`src/rtl/counter_timer_pkg.sv`:
```
// Shared types and constants for the interval-timer controller.
package counter_timer_pkg;

    typedef enum logic [1:0] {
        ST_IDLE = 2'd0,
        ST_RUN  = 2'd1,
        ST_HOLD = 2'd2
    } state_t;

    localparam logic MODE_ONESHOT  = 1'b0;
    localparam logic MODE_PERIODIC = 1'b1;

endpackage

```
`src/rtl/Counter.sv`:
```
// Width-parameterised up-counter with synchronous clear and enable gate.
module Counter #(
    parameter int width = 8
) (
    input  logic             clk,
    input  logic             rst,
    input  logic             en,
    output logic [width-1:0] cnt
);

    logic [width-1:0] cnt_q, cnt_d;

    always_comb begin
        cnt_d = cnt_q;
        if (en) cnt_d = cnt_q + width'(1);
    end

    always_ff @(posedge clk) begin
        if (rst) cnt_q <= '0;
        else     cnt_q <= cnt_d;
    end

    assign cnt = cnt_q;

endmodule

```
`src/rtl/counter_timer_ctrl.sv`:
```
// Interval-timer controller: sequences one Counter through start/stop/pause
// and produces tick/done/err pulses in one-shot or periodic mode.
module counter_timer_ctrl
    import counter_timer_pkg::*;
#(
    parameter int width = 8
) (
    input  logic             clk,
    input  logic             rst,
    input  logic             start,
    input  logic             stop,
    input  logic             pause,
    input  logic             periodic,
    input  logic [width-1:0] period,
    output logic             busy,
    output logic             tick,
    output logic             done,
    output logic             err,
    output logic [width-1:0] cnt
);

    state_t           state_q, state_d;
    logic [width-1:0] period_r_q, period_r_d;
    logic             mode_r_q, mode_r_d;
    logic             tick_q, tick_d;
    logic             done_q, done_d;
    logic             err_q, err_d;
    logic             clear, cnt_en, active, terminal;

    // HOLD with pause already dropped counts as running, so each paused
    // cycle costs exactly one cycle of delay.
    always_comb begin
        active     = (state_q != ST_IDLE) && !pause && !stop;
        terminal   = active && (cnt == period_r_q - width'(1));
        cnt_en     = active;
        state_d    = state_q;
        period_r_d = period_r_q;
        mode_r_d   = mode_r_q;
        tick_d     = 1'b0;
        done_d     = 1'b0;
        err_d      = 1'b0;
        clear      = 1'b0;
        case (state_q)
            ST_IDLE: begin
                clear = 1'b1;
                if (start && !stop) begin
                    if (period != '0) begin
                        period_r_d = period;
                        mode_r_d   = periodic;
                        state_d    = ST_RUN;
                    end else begin
                        err_d = 1'b1;
                    end
                end
            end
            ST_RUN, ST_HOLD: begin
                if (stop) begin
                    clear   = 1'b1;
                    state_d = ST_IDLE;
                end else if (pause) begin
                    state_d = ST_HOLD;
                end else if (terminal) begin
                    tick_d = 1'b1;
                    clear  = 1'b1;
                    if (mode_r_q == MODE_ONESHOT) begin
                        done_d  = 1'b1;
                        state_d = ST_IDLE;
                    end else begin
                        state_d = ST_RUN;
                    end
                end else begin
                    state_d = ST_RUN;
                end
            end
            default: state_d = ST_IDLE;
        endcase
    end

    always_ff @(posedge clk) begin
        if (rst) begin
            state_q    <= ST_IDLE;
            period_r_q <= '0;
            mode_r_q   <= MODE_ONESHOT;
            tick_q     <= 1'b0;
            done_q     <= 1'b0;
            err_q      <= 1'b0;
        end else begin
            state_q    <= state_d;
            period_r_q <= period_r_d;
            mode_r_q   <= mode_r_d;
            tick_q     <= tick_d;
            done_q     <= done_d;
            err_q      <= err_d;
        end
    end

    Counter #(.width(width)) u_counter (
        .clk (clk),
        .rst (rst | clear),
        .en  (cnt_en),
        .cnt (cnt)
    );

    assign busy = (state_q != ST_IDLE);
    assign tick = tick_q;
    assign done = done_q;
    assign err  = err_q;

endmodule

```
`config.mk`:
```
export PLATFORM = sky130hd
export DESIGN_NAME = counter_timer_ctrl
export DESIGN_NICKNAME = d
export VERILOG_FILES = /design/src/rtl/counter_timer_pkg.sv /design/src/rtl/Counter.sv /design/src/rtl/counter_timer_ctrl.sv
export SDC_FILE = /design/constraint.sdc
export NUM_CORES = 1
export LEC_CHECK = 0
export ABC_AREA = 1
export CAP_MARGIN = 20
export CORE_MARGIN = 2
export CORE_UTILIZATION = 30
export CTS_CLUSTER_SIZE = 24
export DETAILED_ROUTE_END_ITERATION = 10
export PLACE_DENSITY_LB_ADDON = 0.1
export SETUP_SLACK_MARGIN = 0.1
export SLEW_MARGIN = 20
export SYNTH_ARGS = -nofsm -noshare
export SYNTH_HDL_FRONTEND = slang
export SYNTH_SLANG_ARGS = --single-unit
```
`constraint.sdc`:
```
create_clock -name clk -period 2.5 [get_ports clk]
set_input_delay 0.75 -clock clk [delete_from_list [all_inputs] [get_ports clk]]
set_output_delay 0.75 -clock clk [all_outputs]
set_load 0.01 [all_outputs]
```
==> results of run 1 <==
[repair_timing]
action,4_1_cts,5_1_grt
endpoints found under the setup margin,0,1
resized for setup,0,1
setup buffers,0,0
[flip-flops by register name, indices dropped and copies added (netlist names)]
register / flops
tick: 1
done: 1
err: 1
u_counter.cnt: 8
period_r_q: 8
state_q: 2
mode_r_q: 1
[power groups by stage]
stage / logic [mW] / registers (mW) / clock network, mW
floorplan: 0.135 / 0.384 / 0
global placement: 0.204 / 0.387 / 0
detailed placement: 0.202 / 0.387 / 0
CTS: 0.203 / 0.379 / 0.222
global route: 0.238 / 0.381 / 0.237
finish: 0.201 / 0.379 / 0.211
[per-layer routing]
| layer | routed length, microns | global-route usage | vias to the layer above | share of wire |
|---|---|---|---|---|
| met5 | 0 | 0 | - | 0 |
| met4 | 21 | 0.0434 | 0 | 0.0078 |
| met3 | 160 | 0.0400 | 2 | 0.059 |
| met2 | 1260 | 0.249 | 30 | 0.47 |
| met1 | 1250 | 0.174 | 514 | 0.46 |
| li1 | - | - | 629 | - |
[stage by stage]
| step | instances | utilization | setup WS [ps] |
|---|---|---|---|
| after global placement | 258 | 0.392 | 104 |
| final | 261 | 0.403 | 185 |
| after CTS | 261 | 0.403 | 116 |
| after floorplan | 180 | - | 653 |
| after global routing | 261 | 0.403 | 111 |
| after detailed placement | 258 | 0.392 | 24.5 |
[final timing paths]
kind                                                       to  slack [ps]  depth (start not counted)
worst max-delay path                                     busy         190                          4
worst min-delay path               period_r_q[7]$_SDFFE_PP0P_         480                          2
worst max register to register  u_counter.cnt[6]$_SDFFE_PP0P_         550                         16
worst min register to register     period_r_q[7]$_SDFFE_PP0P_         480                          2
[logic make-up after synthesis]
group	Yosys count
buffers and inverters	28
xor gates and xnor gates	9
adders and majority gates	4
and+or+nand+nor	95
DFF	22
AOI/OAI and AO/OA	22
[worst reg2reg max path, stage by stage (launching register included)]
cell and delay (ps):
dfxtp_1 360, inv_1 100, ha_1 330, inv_1 60
nand2_1 40, nand2_1 60, nand3_1 80, nor2_1 100
nand3_1 80, nor2_1 170, nand2_1 90, nand2_1 70
nand2_1 50, nand2_1 60, nand2_2 60, nand2_4 100
nor2_1 50
[cell type report]
class	instances	area share
Multi-Input combinational cell	130	0.415
Inverter	26	0.0615
Tap cell	50	0.0394
Clock buffer	3	0.0260
Timing Repair Buffer	30	0.181
Sequential cell	22	0.277
[placed cells by master, fill, tap and decap left out, drive strengths merged]
cell,count
dfxtp,22
xnor2,1
o21ai,12
a31oi,1
nand2,44
nor3,3
nand3b,1
nor4,4
clkdlybuf4s50,25
a21oi,9
ha,4
inv,26
xor2,8
nand3,12
clkbuf,3
nand4,1
nor2,30
buf,5
==> run metrics, run 1 <==
status=finished clean; DPL Wire Length=2.28 mm; WP buf/inv=3; Die ar.=4540 sq um; Tcrit/Tclk final=0.926; initial antenna violation count=0; family with the most delay on the worst path=buffers and inverters; Initial DRC Count=36; asr flop ratio synth=0; diode count=0; layout cells sized above 1=0.0664; post-cts hold buffer count=0; count of final setup violators=0; Final Max Tran Viols=0; post-synthesis sequential area ratio=0.366; Crit path largest cell delay=roughly 540 ps; Leak Pwr=around 0.67 nW; Core ar.=3940 sq um; via count=roughly 1,200; max-cap viol count=0; TritonCTS clock tree=built; Setup TNS=0 ps; Worst Setup SP=state_q[0]$_SDFFE_PP0P_; Skew-Pair Late Insertion Delay=250 ps; Net Switching=approximately 230 uW; DRC=0; Fin Hold WS=477 ps; Commonest cells post-synth=42 x nand2_1, 28 x nor2_1, 26 x inv_1; xor and xnor area share after synthesis=0.0654; mux cell area share after synthesis=0; Ports=26; routed vias/inst=~4.5; syn avg cell area=6.69 sq um; Layout Nets=around 230; Die Span X=about 67 microns; clock share of power=0.267; CP Cell Sequence=inv_1 > ha_1 > inv_2 > clkdlybuf4s50_1; Setup CP Type=reg -> out; largest net degree at the start of global routing=12; fmax=0.432 GHz; Worst Hold Class=reg -> reg; Syn Nets=roughly 200; fillers=419; Seq. cell area=approximately 440 sq um; Worst Tran Pin Value=312 ps; number of synthesized flops with an enable pin=0; Final Total Pwr=about 790 uW; PortBufs=25; top cells by area, synth=dfxtp_1 37%, nand2_1 13%, nor2_1 8.7%, inv_1 8.1%, xor2_1 5.8%; cell taking the most area after synthesis=dfxtp_1; DR pass1 iterations=4; Sink Count=22; GPL Wtd Cong=a little under 0.8; Peak VDD IR=175 uV; post-route minimum period=2310 ps; Critical Path Start Type=flip-flop; area of the multi-input gates=approximately 660 sq um; Comb pwr share=0.254; Worst EP required=1750 ps; DRT Wirelength=between 2 and 3 mm; total CTS buffers=3; Post-Syn Area=1200 sq um; Layout Skew=about 2.5 ps; global-route wire length before repair=5.03 mm; Detail Route Antenna Nets=0; RSZ-0062 raised after global routing=no; routed len/inst=10.3 microns; sw frac=0.292; largest family of logic cells by synthesized area=simple AND/OR/NAND/NOR gates; Synth Flop Type=dfxtp_1; grt total ovfl=0; Post-Synth Adder-Cell Area=0.0415; synth unique cells=22; Synth Area in Simple Gates=0.347; HP Start=period_r_q[7]$_SDFFE_PP0P_; critical path capture point type=primary output; Pint=559 uW; Die Ht=67.4 microns; Slew HR=0.790; Yosys top cell area share=0.366; flops & latches, synth=22; vias in the first global route=1,203; # rows=23; peak fanout along the critical path=6; synth warn=0; clock-pin transition on the worst setup and hold timing paths=70 ps; clk buf depth=2; initial core utilization=0.306; complex-gate fraction of the synthesized area=0.0924; Root Buffer=clkbuf_8; master of the slowest instance on the critical path=clkdlybuf4s50_1; P per Cell Area=498 nW/um^2; count leader, synth=nand2_1; H-tree lvl count=1; cells after synthesis=180; final instance area=around 1600 sq um; final hold violations=0; post-place instance area=1550 sq um; area grow syn2layout=31.8%; worst r2r src=period_r_q[0]$_SDFFE_PP0P_; CP arrival=1560 ps; Total GRT Usage=0.144; Reg power frac=0.479
Note: power is estimated with default switching activity, not from simulation.
==> inputs of run 2 (changes only) <==
--- a/config.mk
+++ b/config.mk
@@ -12,6 +12,7 @@
 export CTS_CLUSTER_SIZE = 24
 export DETAILED_ROUTE_END_ITERATION = 10
 export PLACE_DENSITY_LB_ADDON = 0.1
+export RECOVER_POWER = 25
 export SETUP_SLACK_MARGIN = 0.1
 export SLEW_MARGIN = 20
 export SYNTH_ARGS = -nofsm -noshare
==> run metrics, run 2 (synthesis gave the netlist of run 1 again) <==
status=finished clean; post-route minimum period=2310 ps; Worst EP required=1750 ps; Worst Tran Pin Value=312 ps; DR pass1 iterations=4; Detail Route Antenna Nets=0; initial core utilization=0.306; routed vias/inst=4.51; total CTS buffers=3; Crit path largest cell delay=540 ps; TritonCTS clock tree=built; vias in the first global route=1,203; Ports=26; master of the slowest instance on the critical path=clkdlybuf4s50_1; PortBufs=25; Post-CTS Setup Inserts=0; peak fanout along the critical path=6; Core ar.=3940 sq um; diode count=0; CP arrival=1560 ps; # rows=23; RSZ-0062 raised after global routing=no; Fin Hold WS=477 ps; Peak VDD IR=175 uV; cts repair resizes=0; grt total ovfl=0; via count=1,177; count of final setup violators=0; Die ar.=4540 sq um; post-place instance area=1550 sq um; global-route wire length before repair=~5 mm; initial antenna violation count=0; Total GRT Usage=0.144; DPL Wire Length=approximately 2.3 mm; Leak Pwr=roughly 0.69 nW; fmax=0.432 GHz; critical path capture point type=primary output; Worst Hold Class=reg -> reg; final hold violations=0; Setup CP Type=reg -> out; CP Cell Sequence=inv_1 > ha_1 > inv_2 > clkdlybuf4s50_1; layout cells sized above 1=0.0664; final instance area=1590 sq um; Root Buffer=clkbuf_8; Sink Count=22; routed len/inst=10.3 microns; Layout Skew=2.66 ps; GPL Wtd Cong=0.785; max-cap viol count=0; clk buf depth=2; largest net degree at the start of global routing=12; H-tree lvl count=1; Die Span X=around 67 microns; Layout Nets=about 230; most frequent cells in the layout=42 x nand2_1, 28 x nor2_1, 25 x inv_1; Die Ht=67.4 microns; clock-pin transition on the worst setup and hold timing paths=70 ps; cell count after placement=258; area grow syn2layout=31.8%; DRT Wirelength=2.69 mm; commonest non-fill, non-tap cell in the layout=nand2_1; Skew-Pair Late Insertion Delay=250 ps; Final Max Tran Viols=0; Initial DRC Count=34; Setup TNS=0 ps; DRC=0; Tcrit/Tclk final=0.926; P per Cell Area=about 500 nW/um^2; final cell count without fillers=261; Slew HR=0.790; Critical Path Start Type=flip-flop; post-cts hold buffer count=0
==> run 2: area by class of cell <==
class / count / area [sq um]
Fill cell: 419 / 2350
Multi-Input combinational cell: 130 / 658
Sequential cell: 22 / 440
Timing Repair Buffer: 30 / 288
Inverter: 26 / 97.6
Tap cell: 50 / 62.6
Clock buffer: 3 / 41.3
==> run 2: power breakdown <==
group | leakage, nW | switching [mW] | internal, mW
logic | 0.493 | 0.115 | 0.0855
clock network | 0.0216 | 0.104 | 0.107
registers | 0.179 | 0.0122 | 0.366
==> run 2: per-layer routing <==
layer / share of wire / up-vias / track usage
met2: 0.47 / 30 / 0.249
met5: 0 / - / 0
met3: 0.059 / 2 / 0.0400
li1: - / 629 / -
met4: 0.0078 / 0 / 0.0434
met1: 0.46 / 516 / 0.174
==> run 2: path summary, 6_finish.rpt <==
check	startpoint	to	slack (ps)	cells after the start
hold / removal	period_r_q[7]$_SDFFE_PP0P_	period_r_q[7]$_SDFFE_PP0P_	480	2
hold reg to reg	period_r_q[7]$_SDFFE_PP0P_	period_r_q[7]$_SDFFE_PP0P_	480	2
setup / recovery	state_q[0]$_SDFFE_PP0P_	busy	190	4
setup reg to reg	period_r_q[0]$_SDFFE_PP0P_	u_counter.cnt[6]$_SDFFE_PP0P_	550	16
==> run 2: stage by stage <==
stage | power [mW] | utilization | setup WS (ps)
3_3_place_gp | 0.591 | 0.392 | 104
5_1_grt | 0.856 | 0.403 | 111
2_1_floorplan | 0.519 | - | 653
6_report | 0.790 | 0.403 | 185
3_5_place_dp | 0.589 | 0.392 | 24.5
4_1_cts | 0.804 | 0.403 | 116
==> run 2: critical path, delay by kind of cell (launching register included) <==
kind | cells | cell delay (ps)
DFF | 1 | 350
buffers and inverters | 3 | 710
adders and majority gates | 1 | 240
==> inputs of run 3 (changes only) <==
--- a/config.mk
+++ b/config.mk
@@ -5,7 +5,7 @@
 export SDC_FILE = /design/constraint.sdc
 export NUM_CORES = 1
 export LEC_CHECK = 0
-export ABC_AREA = 1
+export ABC_CLOCK_PERIOD_IN_PS = 2500
 export CAP_MARGIN = 20
 export CORE_MARGIN = 2
 export CORE_UTILIZATION = 30
==> run metrics, run 3 <==
fmax=0.469 GHz; clock-pin transition on the worst setup and hold timing paths=80 ps; clk buf depth=2; Layout Skew=roughly 7.5 ps; worst r2r src=state_q[0]$_SDFFE_PP0P_; crit path setup slack, layout=368 ps; cells after synthesis=~150; Synth Flop Type=dfxtp_1; RSZ-0062 raised after global routing=no; Peak VDD IR=346 uV; post-route minimum period=2130 ps; Die ar.=4770 sq um; Critical Path Start Type=flip-flop; Hold Path Stages=1; Setup CP Type=reg -> reg; Hold Path End=period_r_q[4]$_SDFFE_PP0P_; GPL Wtd Cong=roughly 0.76; count leader, synth=dfxtp_1; Die Span X=69.1 microns; Worst Hold Class=reg -> reg; Commonest cells post-synth=22 x dfxtp_1, 17 x nor2_1, 13 x a21oi_1, 13 x nand2_1, 9 x xnor2_1; max-cap viol count=0; critical path capture point type=flip-flop; H-tree lvl count=1; post-synthesis sequential area ratio=0.347; Initial DRC Count=44; PortBufs=25; Tcrit/Tclk final=0.853; DP Worst Slack=-133 ps; Final Max Tran Viols=0; Core ar.=4030 sq um; r2r setup slk=370 ps; Met1 Routed Length=1.47 mm; grt total ovfl=0; Worst Tran Pin Value=between 600 and 700 ps; P per Cell Area=504 nW/um^2; syn avg cell area=8.64 sq um; Seq. cell area=440 sq um; Sink Count=22; CP Cell Sequence=inv_1 > ha_2 > nor3_4 > nand3_2 > or4_4 > nor3_4 > buf_6 > a21oi_1; cell taking the most area after synthesis=dfxtp_1; Top cell by count, worst path=nor3_4; Post-Syn Area=1270 sq um; Skew-Pair Late Insertion Delay=260 ps; initial antenna violation count=0; flops & latches, synth=22; total CTS buffers=3; Routed met3 length=around 130 microns; count of final setup violators=0; HP Start=period_r_q[4]$_SDFFE_PP0P_; Top Metal Used=met4; master of the slowest instance on the critical path=or4_4; most frequent cells in the layout=22 x dfxtp_1, 17 x nor2_1, 15 x clkdlybuf4s50_1; DRT Wirelength=3.22 mm; Leak Pwr=0.776 nW; initial core utilization=0.315; Die Ht=69.1 microns; Syn Nets=165; Worst R2R End=u_counter.cnt[6]$_SDFFE_PP0P_; peak fanout along the critical path=9; CP arrival=2260 ps; DRC=0; number of synthesized flops with an enable pin=0; routed len/inst=13.9 microns; Worst EP required=2630 ps; # rows=23; Root Buffer=clkbuf_8; area grow syn2layout=35.0%; status=finished clean; family with the most delay on the worst path=simple AND/OR/NAND/NOR gates; asr flop ratio synth=0; r2r worst-path depth=8; final core occ=0.425; Total GRT Usage=0.143; TritonCTS clock tree=built; DR pass1 iterations=4; Detail Route Antenna Nets=0; commonest non-fill, non-tap cell in the layout=dfxtp_1; Ports=26; synth warn=0; WP buf/inv=2; Slew HR=0.579; global-route wire length before repair=5.60 mm; layout cells sized above 1=0.132; DPL Wire Length=2.41 mm; area of the multi-input gates=791 sq um; diode count=0; routed vias/inst=5.03; Layout Nets=202; Met2 Wirelength=1.60 mm; Crit path largest cell delay=570 ps; via count=1,166; Yosys top cell area share=0.347; vias in the first global route=1,163; final hold violations=0; synth unique cells=43; fillers=410; top cells by area, synth=dfxtp_1 35%, xnor2_1 6.2%, mux2i_1 5.5%, a21oi_1 5.1%, nor2_1 5.0%; largest net degree at the start of global routing=15
-- run 3: per-stage QoR --
| step | hold WS (ps) | area [sq um] | cells | setup TNS, ps | power, mW |
|---|---|---|---|---|---|
| floorplan | 485 | 1270 | 147 | 0 | 0.550 |
| global placement | 523 | 1640 | 227 | -591 | 0.637 |
| detailed placement | 516 | 1640 | 227 | -966 | 0.638 |
| CTS | 537 | 1680 | 230 | 0 | 0.864 |
| global route | 586 | 1710 | 232 | 0 | 0.910 |
| finish | 535 | 1710 | 232 | 0 | 0.863 |
-- run 3: worst max-delay path by stage --
stage	startpoint	end	slack, ps	cells after the start
6_report	state_q[0]$_SDFFE_PP0P_	u_counter.cnt[6]$_SDFFE_PP0P_	370	8
5_1_grt	period[6]	state_q[1]$_SDFFE_PP0P_	270	8
3_3_place_gp	stop	u_counter.cnt[2]$_SDFFE_PP0P_	-70	6
4_1_cts	stop	u_counter.cnt[4]$_SDFFE_PP0P_	130	6
2_1_floorplan	stop	u_counter.cnt[0]$_SDFFE_PP0P_	240	5
3_5_place_dp	stop	u_counter.cnt[4]$_SDFFE_PP0P_	-130	6
-- run 3: cells by family after synthesis --
kind of cell,share of synthesized area
XOR/XNOR,0.109
flip-flops,0.347
adder cells (fa/ha/maj),0.0394
AND/OR/NAND/NOR,0.292
AO/OA/AOI/OAI,0.108
buffers and inverters,0.0404
multiplexers,0.0640
-- run 3: area by class of cell --
cell class                      instances  share of cell area
Multi-Input combinational cell        115               0.461
Sequential cell                        22               0.257
Clock buffer                            3              0.0241
Tap cell                               50              0.0365
Inverter                                5              0.0109
Timing Repair Buffer                   37               0.210
-- run 3: repair_timing --
action | in CTS | in global routing
hold buffers | 0 | 0
pin swaps | 0 | 7
setup buffers | 0 | 2
setup endpoints to repair | 1 | 10
gates cloned | 0 | 0
gates resized for setup | 1 | 6
-- run 3: where the power goes --
group          internal, mW  switching (mW)
Clock                 0.108           0.117
Sequential            0.365          0.0136
Combinational         0.123           0.136
-- run 3: layer usage --
| metal | GRT usage | vias to the layer above |
|---|---|---|
| met4 | 0.0196 | 0 |
| met1 | 0.181 | 544 |
| met3 | 0.0395 | 2 |
| li1 | - | 598 |
| met2 | 0.249 | 22 |
| met5 | 0 | - |
